### src/rtl/debounce_defs.sv
// Shared state encodings and sizing helper for the button-input blocks.
package debounce_defs;

  localparam logic [1:0] LOW       = 2'b00;
  localparam logic [1:0] WAIT_HIGH = 2'b01;
  localparam logic [1:0] HIGH      = 2'b10;
  localparam logic [1:0] WAIT_LOW  = 2'b11;

  // Counter width: max(1, clog2(n)), so cnt reaches n-1 without wrapping.
  function automatic int cnt_width(input int n);
    int w;
    w = $clog2(n);
    if (w < 1) begin
      return 1;
    end else begin
      return w;
    end
  endfunction

endpackage

### src/rtl/sync_2ff.sv
// Two-flop synchronizer for an asynchronous level, resets to 0.
module sync_2ff (
  input  logic clk,
  input  logic reset_n,
  input  logic d,
  output logic q
);

  logic meta_r;

  // Synchronizer chain: only q is safe to use downstream.
  always_ff @(posedge clk or negedge reset_n) begin
    if (!reset_n) begin
      meta_r <= 1'b0;
      q      <= 1'b0;
    end else begin
      meta_r <= d;
      q      <= meta_r;
    end
  end

endmodule

### src/rtl/input_debounce.sv
// Button/switch debouncer: sync, then qualify DEBOUNCE_CYCLES stable samples.
// Define DEBOUNCE_EDGE_PULSE_EN to generate the rise/fall pulses; otherwise they tie to 0.
module input_debounce
  import debounce_defs::*;
#(
  parameter int DEBOUNCE_CYCLES = 240000,
  parameter bit INVERT          = 1'b0
) (
  input  logic clk,
  input  logic reset_n,
  input  logic btn_raw,
  output logic w,
  output logic rise,
  output logic fall
);

  localparam int               CNT_W    = cnt_width(DEBOUNCE_CYCLES);
  localparam logic [CNT_W-1:0] CNT_LAST = CNT_W'(DEBOUNCE_CYCLES - 1);
  localparam logic [CNT_W-1:0] CNT_ZERO = {CNT_W{1'b0}};
  localparam logic [CNT_W-1:0] CNT_ONE  = CNT_W'(1);

  logic             din_s;
  logic             s_s;
  logic [1:0]       state_r;
  logic [1:0]       next_state_s;
  logic [CNT_W-1:0] cnt_r;
  logic [CNT_W-1:0] cnt_next_s;
  logic             w_r;
  logic             w_next_s;

  assign din_s = INVERT ? ~btn_raw : btn_raw;

  sync_2ff u_sync (
    .clk     (clk),
    .reset_n (reset_n),
    .d       (din_s),
    .q       (s_s)
  );

  // State, qualification counter and debounced level registers.
  always_ff @(posedge clk or negedge reset_n) begin
    if (!reset_n) begin
      state_r <= LOW;
      cnt_r   <= CNT_ZERO;
      w_r     <= 1'b0;
    end else begin
      state_r <= next_state_s;
      cnt_r   <= cnt_next_s;
      w_r     <= w_next_s;
    end
  end

  // Next-state logic; any opposite sample in a WAIT state abandons qualification.
  always_comb begin
    next_state_s = state_r;
    cnt_next_s   = cnt_r;
    case (state_r)
      LOW: begin
        if (s_s) begin
          next_state_s = WAIT_HIGH;
          cnt_next_s   = CNT_ZERO;
        end else begin
          next_state_s = LOW;
        end
      end
      WAIT_HIGH: begin
        if (!s_s) begin
          next_state_s = LOW;
        end else if (cnt_r == CNT_LAST) begin
          next_state_s = HIGH;
        end else begin
          cnt_next_s = cnt_r + CNT_ONE;
        end
      end
      HIGH: begin
        if (!s_s) begin
          next_state_s = WAIT_LOW;
          cnt_next_s   = CNT_ZERO;
        end else begin
          next_state_s = HIGH;
        end
      end
      WAIT_LOW: begin
        if (s_s) begin
          next_state_s = HIGH;
        end else if (cnt_r == CNT_LAST) begin
          next_state_s = LOW;
        end else begin
          cnt_next_s = cnt_r + CNT_ONE;
        end
      end
      default: begin
        next_state_s = LOW;
        cnt_next_s   = CNT_ZERO;
      end
    endcase
  end

  // w follows the state the FSM is entering, so it is registered and glitch-free.
  always_comb begin
    w_next_s = (next_state_s == HIGH) || (next_state_s == WAIT_LOW);
  end

  assign w = w_r;

`ifdef DEBOUNCE_EDGE_PULSE_EN
  logic rise_next_s;
  logic fall_next_s;
  logic rise_r;
  logic fall_r;

  // Pulses fire only on the accepting transition out of a WAIT state.
  always_comb begin
    rise_next_s = (state_r == WAIT_HIGH) && (next_state_s == HIGH);
    fall_next_s = (state_r == WAIT_LOW)  && (next_state_s == LOW);
  end

  // Edge pulse registers, aligned with the first cycle of the new w.
  always_ff @(posedge clk or negedge reset_n) begin
    if (!reset_n) begin
      rise_r <= 1'b0;
      fall_r <= 1'b0;
    end else begin
      rise_r <= rise_next_s;
      fall_r <= fall_next_s;
    end
  end

  assign rise = rise_r;
  assign fall = fall_r;
`else
  assign rise = 1'b0;
  assign fall = 1'b0;
`endif

endmodule

### config.mk
export PLATFORM = sky130hd
export DESIGN_NAME = input_debounce
export DESIGN_NICKNAME = d
export VERILOG_FILES = /design/src/rtl/debounce_defs.sv /design/src/rtl/sync_2ff.sv /design/src/rtl/input_debounce.sv
export SDC_FILE = /design/constraint.sdc
export NUM_CORES = 1
export LEC_CHECK = 0
export CORE_MARGIN = 2
export CORE_UTILIZATION = 31
export CTS_BUF_LIST = sky130_fd_sc_hd__clkbuf_4
export DETAILED_ROUTE_END_ITERATION = 12
export HOLD_SLACK_MARGIN = 0.1
export PLACE_DENSITY = 0.52
export RECOVER_POWER = 100
export SETUP_SLACK_MARGIN = 0.1
export SLEW_MARGIN = 20
export SYNTH_ARGS = -nofsm -noshare
export SYNTH_HDL_FRONTEND = slang
export SYNTH_HIERARCHICAL = 1
export SYNTH_SLANG_ARGS = --single-unit
### constraint.sdc
create_clock -name clk -period 2.6 [get_ports clk]
set_clock_uncertainty 0.15 [all_clocks]
set_input_delay 0.78 -clock clk [delete_from_list [all_inputs] [get_ports clk]]
set_output_delay 0.78 -clock clk [all_outputs]
set_load 0.01 [all_outputs]
-- Word level (Yosys, flattened, before mapping)
Cells that the tools add are included.
- add/subtract/negate cells: 1
- $mul: 0
- div/mod/pow operators: 0
- $lt $le $gt $ge: 0
- equality and inequality tests: 10
- shift-type cells: 0
- mux-type cells: 13
- bitwise logic cells: 0
- reductions and logical operators: 3
- operator list (cell ; number):
    18-bit two-way mux ; 5
    18-bit one-hot mux with 4 select lines ; 1
    18-bit by 1-bit adder with 18-bit output, second input constant ; 1
    18-bit == test, second input constant ; 1
    2-bit == test, second input constant ; 4
    2-bit two-way mux ; 4
    2-bit one-hot mux with 4 select lines ; 1
    2-bit by 1-bit inequality test with 1-bit output, second input constant ; 2
    2-bit inequality test, second input constant ; 2
    4-bit AND reduction ; 1
    2-bit by 1-bit == test with 1-bit output, second input constant ; 1
    2-bit logical NOT ; 1
    1-bit two-way mux ; 2
    1-bit logical OR ; 1
- bits in registers: 23
- bits in latches: 0
- memory bits (writable): 0
- ROM bits: 0
- word-level logic and storage cells: 32
- memories: 0

-- Depth between registers and ports, before layout
- depth after elaboration: 6
- mapped depth: 7
- depth with buffers taken out: 6

-- Modules after synthesis
The synthesis kept the hierarchy.
- modules (own cells, without submodules) (module ; times used ; cells an instance ; area an instance (µm²)):
    input_debounce ; 1 ; 128 ; 1216.2
    sync_2ff ; 1 ; 2 ; 50.0

-- Least setup slack after synthesis
OpenSTA, ideal clock, no wires.
- path type: reg2reg
- from: register cnt_r[10]
- to: register state_r[1]
- arrival: 1.947 ns
- data required time: 2.325 ns
- path slack: 0.378 ns
- stages on the path, launching flop included: 6
- cell sequence: dfrtp_1 > nand4b_1 > or4_4 > buf_6 > or4_4 > mux2_4
- word-level cells in the longest chain between the ends: 4
- elaborated cells between the ends (all ways): 6
- those cells by class: 1 x eq/ne; 5 x mux
- ends and longest elaborated chain (what ; RTL line ; RTL):
    from (decl) ; input_debounce.sv:26 ; logic [CNT_W-1:0] cnt_r;
    from (signal assigned) ; input_debounce.sv:48 ; cnt_r <= cnt_next_s;
    18-bit == test * ; input_debounce.sv:69, input_debounce.sv:86 ;
    2-bit two-way mux (on tied branches) ; input_debounce.sv:86, input_debounce.sv:69 ;
    2-bit two-way mux (on tied branches) ; input_debounce.sv:84, input_debounce.sv:67 ;
    2-bit one-hot mux with 4 select lines * ; input_debounce.sv:57 ; case (state_r)
    named net next_state_s[1] ; input_debounce.sv:25 ; logic [1:0] next_state_s;
    to (signal assigned) ; input_debounce.sv:47 ; state_r <= next_state_s;
    to (decl) ; input_debounce.sv:24 ; logic [1:0] state_r;
Mark *: on every way through the listed nets, which the timed path passes. The rest lies on a longest branch.
A chain may end at the register's enable or synchronous reset.

-- Final worst setup path
Same ends and word-level chain as after synthesis.

==> results by group <==
Min path
  • Worst Hold Class: flop to flop
  • Hold path startpoint: u_sync/meta_r$_DFF_PN0_
  • Hold Crit Depth: 0

Timing
  • Final cycle utilization of the critical path: 91.1%
  • FMAX: 422 MHz
  • Unrepaired setup endpoints after global routing: no
  • Final setup vio count: 0
  • Fin Setup TNS: 0 ns
  • Worst-margin pin slew: 1.20 ns
  • Final slew viol count: 0
  • Max_slew headroom: 19.8%
  • Final hold vios: 0
  • Final min period: approximately 2.4 ns

Critical path
  • Critical-path cell list: nand4b_1 > or4_1 > or4_1 > mux2_4
  • CP Launch Point: cnt_r[10]$_DFFE_PN0P_
  • Most common cell on crit path: or4_1
  • CP startpoint kind: flop
  • Critical Path Max Stage Delay: 0.63 ns
  • CP arrival: 2.42 ns
  • WS Path Type: flop to flop
  • CP Depth: 4
  • CP endpoint kind: flop
  • Slowest cell on crit path: or4_1
  • Crit Path Max Fanout: 6
  • R2R depth: 4
  • Critical path required time: 2.65 ns
  • R2R Path Start: cnt_r[10]$_DFFE_PN0P_
  • Reg-to-reg slack, setup: 0.23 ns
  • Cell family with most CP delay: simple AND/OR/NAND/NOR gates
  • Buffers & Inverters on Critical Path: 0

Placed design
  • DP Cell Count: 185
  • HPWL Detailed: 2100 um
  • Gp weighted congestion: 0.855
  • PortBufs: 3
  • Placed instance area: 0.00138 mm^2

Floorplan
  • Die Y: 67.9 um
  • Initial core utilization: 31.9%
  • Row count: 23
  • Die area: ~0.0046 mm^2
  • Core box area: between 0.003 and 0.004 mm^2
  • # IOs: 6
  • Die width: 67.9 um

Global route
  • Vias in the first global route: between 1000 and 1500
  • Gr usage total: 14.2%
  • Initial antenna violation count: 0
  • Overflow after GRT: 0
  • Largest net degree at the start of global routing: 23
  • First-pass GRT wire length: 4950 um

CTS
  • TritonCTS clock tree: done
  • Setup bufs post-CTS: 0
  • Clock Latency Late Sink: 0.30 ns
  • Sinks on the clock net: 22
  • Clk root buf: clkbuf_4
  • Clk buf depth: 2
  • H-tree depth: 1
  • Total CTS buffers: 3
  • Cts hold-fix bufs: 0
  • Post-CTS sizing: 0
  • Clock transition at the registers of the reported paths: 0.12 ns

Cells and area
  • # fillers: 411
  • Number of antenna diodes: 0
  • Final cell count without fillers: 189
  • Nets@finish: roughly 140
  • Register area: 551 um^2
  • Area grow syn2layout: 9.58%
  • Ratio of cells with drive above 1 in the final layout: 9.35%
  • Final core utilization: between 30% and 40%
  • Area taken by multi-input logic gates: 636 um^2
  • Fin area: between 0.001 and 0.0015 mm^2

Yosys
  • Yosys top cell area share: 43.5%
  • Share of the yosys chip area belonging to registers: 43.5%
  • Dominant cell type by area after synthesis: dfrtp_1
  • Largest cells by area after synthesis: dfrtp_1, nand2_1, mux2i_1, o21ai_0, o2bb2ai_1
  • Post-synthesis average cell area: 9.74 um^2
  • Number of distinct library cells after synthesis: 44
  • Count of yosys warnings during synthesis: 6
  • Seq cells post-synth: 22
  • Mapped cell area: 0.00127 mm^2
  • EDFF count, synth: 0
  • Post-synth ARST share: 100%
  • Most numerous cell in the Yosys netlist: dfrtp_1
  • Top post-synthesis cells by count: dfrtp_1, nand2_1, inv_1, o21ai_0
  • Cells after synthesis: 130
  • Most common flop cell mapped by yosys: dfrtp_1

Route
  • Iteration-0 DRC Markers: 47
  • Routed length per instance: 15.6 um
  • DRC Markers: 0
  • DR pass1 iterations: 4
  • Average vias per placed instance: 5.68
  • Vias: 1074
  • Wirelength, routed: around 2900 um
  • DRT antenna net count: 0

Power and ir drop
  • Pwr dens: 433 mW/mm^2
  • VDD IR max: 253 uV
  • Total power: 0.601 mW
  • Leakage: 0.539 nW

Job
  • Max cap viols: 0

Status
  • Status: finished, final reports clean
-- sequential cells by signal, indices dropped and copies added (netlist names) --
signal	count
state_r	2
cnt_r	18
u_sync/q	1
u_sync/meta_r	1
-- worst register-to-register path, cell delays in order, from the launching register on --
cell,delay (ns)
dfrtp_1,0.45
nand4b_1,0.19
or4_1,0.53
or4_1,0.63
mux2_4,0.33
-- metrics by stage --
step	setup WS, ns	hold WS [ns]
4_1_cts	0.349	0.226
3_5_place_dp	0.375	0.196
2_1_floorplan	0.378	0.181
6_report	0.232	0.223
3_3_place_gp	0.410	0.184
5_1_grt	0.160	0.235
-- cell type report --
type                    count  share of cell area [%]
inverters                   7                    1.89
multi-input cells          94                    45.8
repair buffers             12                    6.22
clock buffers               3                    1.62
flip-flops and latches     22                    39.7
clock inverters             1                   0.271
well taps                  50                    4.51
-- layer usage --
layer	wire, um	vias to the layer above	GRT usage, %	part of all wire (%)
li1	-	515	-	-
met1	1380	521	19.5	47
met2	1420	34	22.9	48
met3	126	4	1.64	4.3
met4	29	0	5.75	0.98
met5	0	-	0	0
-- cell usage in the layout (no fill, tap or decap), types with 2 or more instances in the layout --
master	count
dfrtp_1	22
nand2_1	11
o21ai_0	7
inv_1	7
buf_4	6
nand4_1	5
or3_1	5
nand3_1	5
o211ai_1	4
o2bb2ai_1	4
o41ai_1	4
mux2i_1	4
nor4_1	4
or4_1	3
nor2_1	3
a2bb2oi_1	3
clkbuf_4	3
dlygate4sd3_1	3
clkbuf_1	3
nand3b_1	2
o31a_1	2
nor3_1	2
a21oi_1	2
nand2b_1	2
and2_1	2
o31ai_1	2
conb_1	2
-- power breakdown --
part           internal [mW]  switching (mW)  total [mW]
registers              0.358          0.0215       0.379
clock network         0.0560           0.100       0.156
logic                 0.0278          0.0380      0.0658
-- worst paths after layout --
path                                          to
max                         state_r[1]$_DFF_PN0_
min                           u_sync/q$_DFF_PN0_
max reg2reg                 state_r[1]$_DFF_PN0_
min reg2reg                   u_sync/q$_DFF_PN0_
max in group asynchronous  cnt_r[11]$_DFFE_PN0P_
min in group asynchronous   cnt_r[6]$_DFFE_PN0P_
-- logic make-up after synthesis --
| family | Yosys count | synth area share (%) |
|---|---|---|
| other cells | 1 | 0.296 |
| fa+ha+maj | 1 | 0.988 |
| compound gates | 37 | 22.4 |
| xor+xnor | 2 | 1.38 |
| mux | 5 | 4.35 |
| simple gates | 47 | 21.0 |
| buf+inv | 15 | 6.03 |
| flops | 22 | 43.5 |
(Power assumes the default switching activity.)
